[config.mk]
export PLATFORM = sky130hd
export DESIGN_NAME = dyn_branch_predict
export DESIGN_NICKNAME = d
export VERILOG_FILES = /design/src/rtl/dyn_branch_predict.sv
export SDC_FILE = /design/constraint.sdc
export NUM_CORES = 2
export LEC_CHECK = 0
export ABC_AREA = 1
export CORE_ASPECT_RATIO = 0.6
export CORE_MARGIN = 5
export CORE_UTILIZATION = 32
export DETAILED_ROUTE_END_ITERATION = 10
export SYNTH_ARGS = -nofsm -noshare
export SYNTH_HDL_FRONTEND = slang
export SYNTH_SLANG_ARGS = --single-unit
[constraint.sdc]
create_clock -name clk -period 30.3 [get_ports clk]
set_clock_uncertainty 0.1 [all_clocks]
set_input_delay 7.575 -clock clk [delete_from_list [all_inputs] [get_ports clk]]
set_output_delay 7.575 -clock clk [all_outputs]
set_load 0.02 [all_outputs]
[src/rtl/dyn_branch_predict.sv]
// dyn_branch_predict: PHT of 2-bit counters (bimodal or gshare) with a speculative,
// checkpoint-repaired global history and resolved/mispredicted branch counters.
module dyn_branch_predict #(
   parameter int IDX_W = 8,
   parameter int GHR_W = 8,
   parameter int MODE  = 1,
   parameter int CNT_W = 32
) (
   input  logic             clk,
   input  logic             rst,
   input  logic             stallD,
   input  logic             flushD,
   input  logic [31:0]      pcD,
   input  logic             branchD,
   output logic             pred_takeD,
   output logic [IDX_W-1:0] pht_idxD,
   output logic [GHR_W-1:0] ghr_snapD,
   input  logic             update_enM,
   input  logic [IDX_W-1:0] pht_idxM,
   input  logic [GHR_W-1:0] ghr_snapM,
   input  logic             actual_takeM,
   input  logic             mispredM,
   output logic [CNT_W-1:0] branch_cnt,
   output logic [CNT_W-1:0] mispred_cnt
);
   localparam int N = 2 ** IDX_W;

   if (GHR_W < 1 || GHR_W > IDX_W || MODE < 0 || MODE > 1) begin : g_bad_param
      $fatal(1, "dyn_branch_predict: illegal MODE or GHR_W");
   end

   logic [1:0]       pht_q [N];
   logic [1:0]       pht_d [N];
   logic [GHR_W-1:0] ghr_q, ghr_d;
   logic [CNT_W-1:0] branch_cnt_q, branch_cnt_d, mispred_cnt_q, mispred_cnt_d;
   logic [1:0]       ctr_m;
   logic             unused_pc;

   assign unused_pc   = ^{pcD[31:IDX_W+2], pcD[1:0]};
   assign pht_idxD    = pcD[IDX_W+1:2] ^ (MODE == 1 ? IDX_W'(ghr_q) : '0);
   assign pred_takeD  = branchD & pht_q[pht_idxD][1];
   assign ghr_snapD   = ghr_q;
   assign branch_cnt  = branch_cnt_q;
   assign mispred_cnt = mispred_cnt_q;

   // A resolved mispredict restores the checkpoint and overrides the wrong-path D shift.
   always_comb begin
      ctr_m = pht_q[pht_idxM];
      pht_d = pht_q;
      if (update_enM)
         pht_d[pht_idxM] = actual_takeM ? (ctr_m == 2'b11 ? ctr_m : ctr_m + 2'd1)
                                        : (ctr_m == 2'b00 ? ctr_m : ctr_m - 2'd1);
      ghr_d = (update_enM & mispredM)        ? GHR_W'({ghr_snapM, actual_takeM}) :
              (branchD & ~stallD & ~flushD) ? GHR_W'({ghr_q, pred_takeD}) : ghr_q;
      branch_cnt_d  = branch_cnt_q + CNT_W'(update_enM);
      mispred_cnt_d = mispred_cnt_q + CNT_W'(update_enM & mispredM);
   end

   always_ff @(posedge clk or posedge rst) begin
      if (rst) begin
         for (int i = 0; i < N; i++) pht_q[i] <= 2'b01;
         ghr_q         <= '0;
         branch_cnt_q  <= '0;
         mispred_cnt_q <= '0;
      end else begin
         pht_q         <= pht_d;
         ghr_q         <= ghr_d;
         branch_cnt_q  <= branch_cnt_d;
         mispred_cnt_q <= mispred_cnt_d;
      end
   end
endmodule

# Yosys cells after proc, flatten, opt, wreduce, memory -nomap -nowiden
# Cells that the tools add are included.
dict set report classes {
  muxes 14
  n_reduce_logical 3
  n_eq_ne 1
  n_addsub 4
  n_bitwise 10
  n_lt_le_gt_ge 3
}
# operator count
set op_table {}
lappend op_table {{$bwmux 512} 1}
lappend op_table {{$add 32x1->32} 2}
lappend op_table {{$bmux 2 s8} 2}
lappend op_table {{$ge 9x9->1 const B} 2}
lappend op_table {{$not 8->9} 2}
lappend op_table {{$demux 2 s8} 1}
lappend op_table {{$mux 2} 8}
lappend op_table {{$mux 8} 2}
lappend op_table {{$lt 9x1->1 const B} 1}
lappend op_table {{$xor 8x8->8} 1}
lappend op_table {{$and 1x1->1} 5}
lappend op_table {{$add 2x1->2 const B} 1}
lappend op_table {{$eq 2x2->1 const B} 1}
lappend op_table {{$logic_not 2->1} 1}
lappend op_table {{$not 1->1} 2}
lappend op_table {{$reduce_bool 2->1} 1}
lappend op_table {{$sub 2x1->2 const B} 1}
lappend op_table {{$logic_and 1x1->1} 1}
dict set report word_totals {
  output_inout_bits 81
  elab_cells 294
  input_bits 56
  register_bits 584
}

# Depth between registers and ports, before layout
dict set report logic_depth {
  depth_word 8
  depth_mapped 22
  mapped_depth_nobuf 18
}

# Worst setup path after synthesis
# Ideal clock, no wire load.
dict set report synth_path {
  path_type {input to output}
  startpoint {input port pcD[2]}
  endpoint {output port pred_takeD}
  slack_ps 13148
  n_path_buf 2
  required_time_ps 22625
  arrival_ps 9477
  cell_stages 15
  path_cell_list {inv_1 > nand2_1 > nand2_1 > clkbuf_1 > clkbuf_1 > nand2_1 > nand3_1 > nand3_1 > nand3_1 > nand3_1 > nand3_1 > nand3_1 > nand3_1 > nand2_1 > nor2_1}
}
dict set report synth_between {
  elab_chain_len 6
}
# element line
set synth_rtl {}
lappend synth_rtl {{start, declared} 13} ;# input logic [31:0] pcD,
lappend synth_rtl {{$xor 8x8->8} 40} ;# assign pht_idxD = pcD[IDX_W+1:2] ^ (MODE == 1 ? IDX_W'(ghr_q) : '0);
lappend synth_rtl {{$not 8->9 (not written as such)} 41} ;# assign pred_takeD = branchD & pht_q[pht_idxD][1];
lappend synth_rtl {{$bmux 2 s8} 41}
lappend synth_rtl {{$mux 2 (not written as such) (2 in series)} 41}
lappend synth_rtl {{$and 1x1->1} 41}
lappend synth_rtl {{end, declared} 15} ;# output logic pred_takeD,
# No other way between the ends. The select of a mux whose other input is x is not followed.

# Worst setup path in the final report
# Same ends and word-level chain as after synthesis.

==> flow_summary.ini <==
[run_status]
run_status = completed

[grt]
grt.busiest_layer = met1
grt_max_degree = 170
track_usage = 0.229
gr-usage-met1 = 0.345
grt_pass1_vias = 29600
grt_util_met2 = 0.309
antenna_found_initial = 6
grt_pass1_wl_mm = 193
overflow = 0
use_met3 = 0.0742

[clock_network]
postCtsSetupBuffers = 0
cts.sinks = 584
cts-root-buf = clkbuf_16
htreeDepth = 2
cts_tree = done
hold_buffers = 0
clock_latency_ps = 630
cts_resized = 0
clockBufferDepth = 3
cts.clk_slew.worst_paths_ps = 70
cts_buffers = 55

[detailed_routing]
wirelength_mm = 128
vias = 32300
ant_nets = 0
wl_per_cell_um = 20.8
drtPass1Iterations = 6
initialDrtViolationCount = 4771
drc = 0
viasPerCell = 5.27

[timing]
finalCriticalPeriod_ps = 20110
hold_viol_final = 0
period_share = 0.664
relSlewSlack = 0.163
setup_viol = 0
rsz0062_at_grt = no
tightest_slew_ps = 1250
fin_setup_tns_ps = 0
slew_viol_final = 0
maxClockFrequency_ghz = 0.0497

[synthesis]
synth_nets = 4839
ys_types = 28
synth_ff_type = dfrtp_1
synth.most_common_cell = nand2_1
synth_area_sq_mm = 0.0325
yosysSeqAreaShare = 0.459
synth.top_cell.area_share = 0.269
syn_inst = 4779
synthArstFlopShare = 1.00
ys_top_cells_by_area = nand2_1 (27%), dfrtp_1 (25%), dfstp_2 (21%)
synth_seq_cells = 584
ys_top_cells_by_count = nand2_1 (2331), nand3_1 (567), inv_1 (362)
synth_edf_count = 0
avgSynthCellArea_sq_um = 6.80
synth_area_leader_cell = nand2_1
yosysWarningCount = 0

[floorplanning]
die_h_um = 257
die_width_um = 422
rows = 90
die_area_sq_mm = 0.108
io_pins = 137
fp.coreArea_sq_mm = 0.101
start_util = 0.323

[cells_and_area]
drive_gt1_frac = 0.0885
nNetsFinal = 4816
utilization = 0.365
area_growth_pct = 13.0

[critical_path]
path_class = input pin to output port
required_ps = 22630
crit_path_start_kind = input pin
cp-end-kind = output port
reg2regPathDepth = 18
crit_fanout = 55
arrival_ps = 12440

[worst_hold_path]
worstHoldPathCells = 2
min_path_type = flop to flop

[flow_run]
max_cap_violations = 0

[power_and_ir_drop]
power_frac_clock = 0.392
power_density_mw_per_mm2 = 52.8
ir_worst_vdd_mv = 0.0489
p_sw_mw = 0.610
internal-power_mw = 1.33
p_seq_frac = 0.435
p_comb_frac = 0.173
p_leak_nw = 17.0
swShare = 0.314

[place]
gp_congestion = 0.895
hpwl_mm = 77.3
port_buffers = 111
-- sequential cells by signal, summed over array words and instances, names as in the netlist --
register and cells:
branch_cnt 32, ghr_snapD 8, mispred_cnt 32, pht_q 512
-- worst max-delay path, cell delays in order --
cell             delay, ps
clkdlybuf4s50_1        450
inv_1                   90
nand2_1                280
nand2_4                520
buf_4                  560
buf_4                  740
nand2_1                120
nand3_1                120
nand3_1                170
nand3_1                170
nand3_1                280
nand3_1                220
nand3_1                110
nand3_1                150
nand2_1                 80
nor2_1                  90
clkdlybuf4s50_1        620
-- cell families (layout without fill, tap and decap cells) --
| logic type | count (synthesis) | count (layout) | synth area share |
|---|---|---|---|
| AOI/OAI and AO/OA | 125 | 125 | 0.0219 |
| xor gates and xnor gates | 67 | 67 | 0.0180 |
| adders and majority gates | 4 | 4 | 0.00154 |
| buffers and inverters | 635 | 658 | 0.0764 |
| DFF | 584 | 584 | 0.459 |
| other | 0 | 6 | 0 |
| and+or+nand+nor | 3364 | 3364 | 0.423 |
-- path summary, 6_finish.rpt --
| check | startpoint | endpoint | slack, ps |
|---|---|---|---|
| max in group asynchronous | rst | pht_q[399]$_DFFE_PP0P_ | 19760 |
| hold reg to reg | pht_q[364]$_DFFE_PP1P_ | pht_q[364]$_DFFE_PP1P_ | 370 |
| min in group asynchronous | rst | pht_q[25]$_DFFE_PP0P_ | 7380 |
| hold / removal | pht_q[364]$_DFFE_PP1P_ | pht_q[364]$_DFFE_PP1P_ | 370 |
| setup / recovery | pcD[2] | pred_takeD | 10190 |
| setup reg to reg | pht_q[69]$_DFFE_PP0P_ | pht_q[78]$_DFFE_PP1P_ | 25510 |
-- power groups by stage --
stage          Combinational, mW  Sequential [mW]  Clock [mW]
2_1_floorplan              0.165            0.864           0
3_3_place_gp               0.325            0.855           0
3_5_place_dp               0.326            0.855           0
4_1_cts                    0.326            0.842       0.769
5_1_grt                    0.350            0.846       0.802
6_report                   0.336            0.843       0.761
-- cell type report --
cell class | instances | area (sq um)
Antenna cell | 6 | 15.0
Clock buffer | 90 | 1700
Clock inverter | 13 | 193
Fill cell | 10500 | 63900
Inverter | 383 | 1450
Multi-Input combinational cell | 3560 | 15200
Sequential cell | 584 | 14900
Tap cell | 1334 | 1670
Timing Repair Buffer | 172 | 1570
-- placed cells by master (no fill, tap or decap), types with 5 or more instances in the layout --
cell             netlist  routed
nand4_1               63      63
clkbuf_16              0      57
o21ai_1               39      39
diode_2                0       6
clkinv_1              17      17
nand2_1             2331    2327
inv_1                362     360
nor2_4                 0       5
nor3_1               176     176
buf_4                  0      61
clkinv_2               0       7
nand3_1              567     567
nor4_1                 6       6
xnor2_1               24      21
xor2_1                43      42
a22oi_1               30      30
bufinv_16              0       5
o21ai_0               15      15
a21oi_1               37      37
dfrtp_1              328     328
clkbuf_8               0      15
clkdlybuf4s50_1        0     109
nor2_1               216     212
clkbuf_1             139      18
dfstp_2              256     256
-- through the flow --
stage / area [sq um] / hold WS, ps / std cells / worst slack (ps) / power [mW]
after floorplan: 32500 / 346 / 4779 / 6710 / 1.03
after global placement: 34800 / 353 / 6033 / 10480 / 1.18
after detailed placement: 34800 / 356 / 6033 / 10430 / 1.18
after CTS: 36700 / 367 / 6136 / 10420 / 1.94
after global routing: 36700 / 375 / 6138 / 10090 / 2.00
final: 36700 / 366 / 6142 / 10190 / 1.94
-- metal layers --
| metal | vias to the layer above | routed length (um) |
|---|---|---|
| met5 | - | 11 |
| met4 | 2 | 3530 |
| met3 | 244 | 17800 |
| met2 | 1963 | 49600 |
| met1 | 15200 | 56900 |
| li1 | 14900 | - |
(Power assumes the default switching activity.)
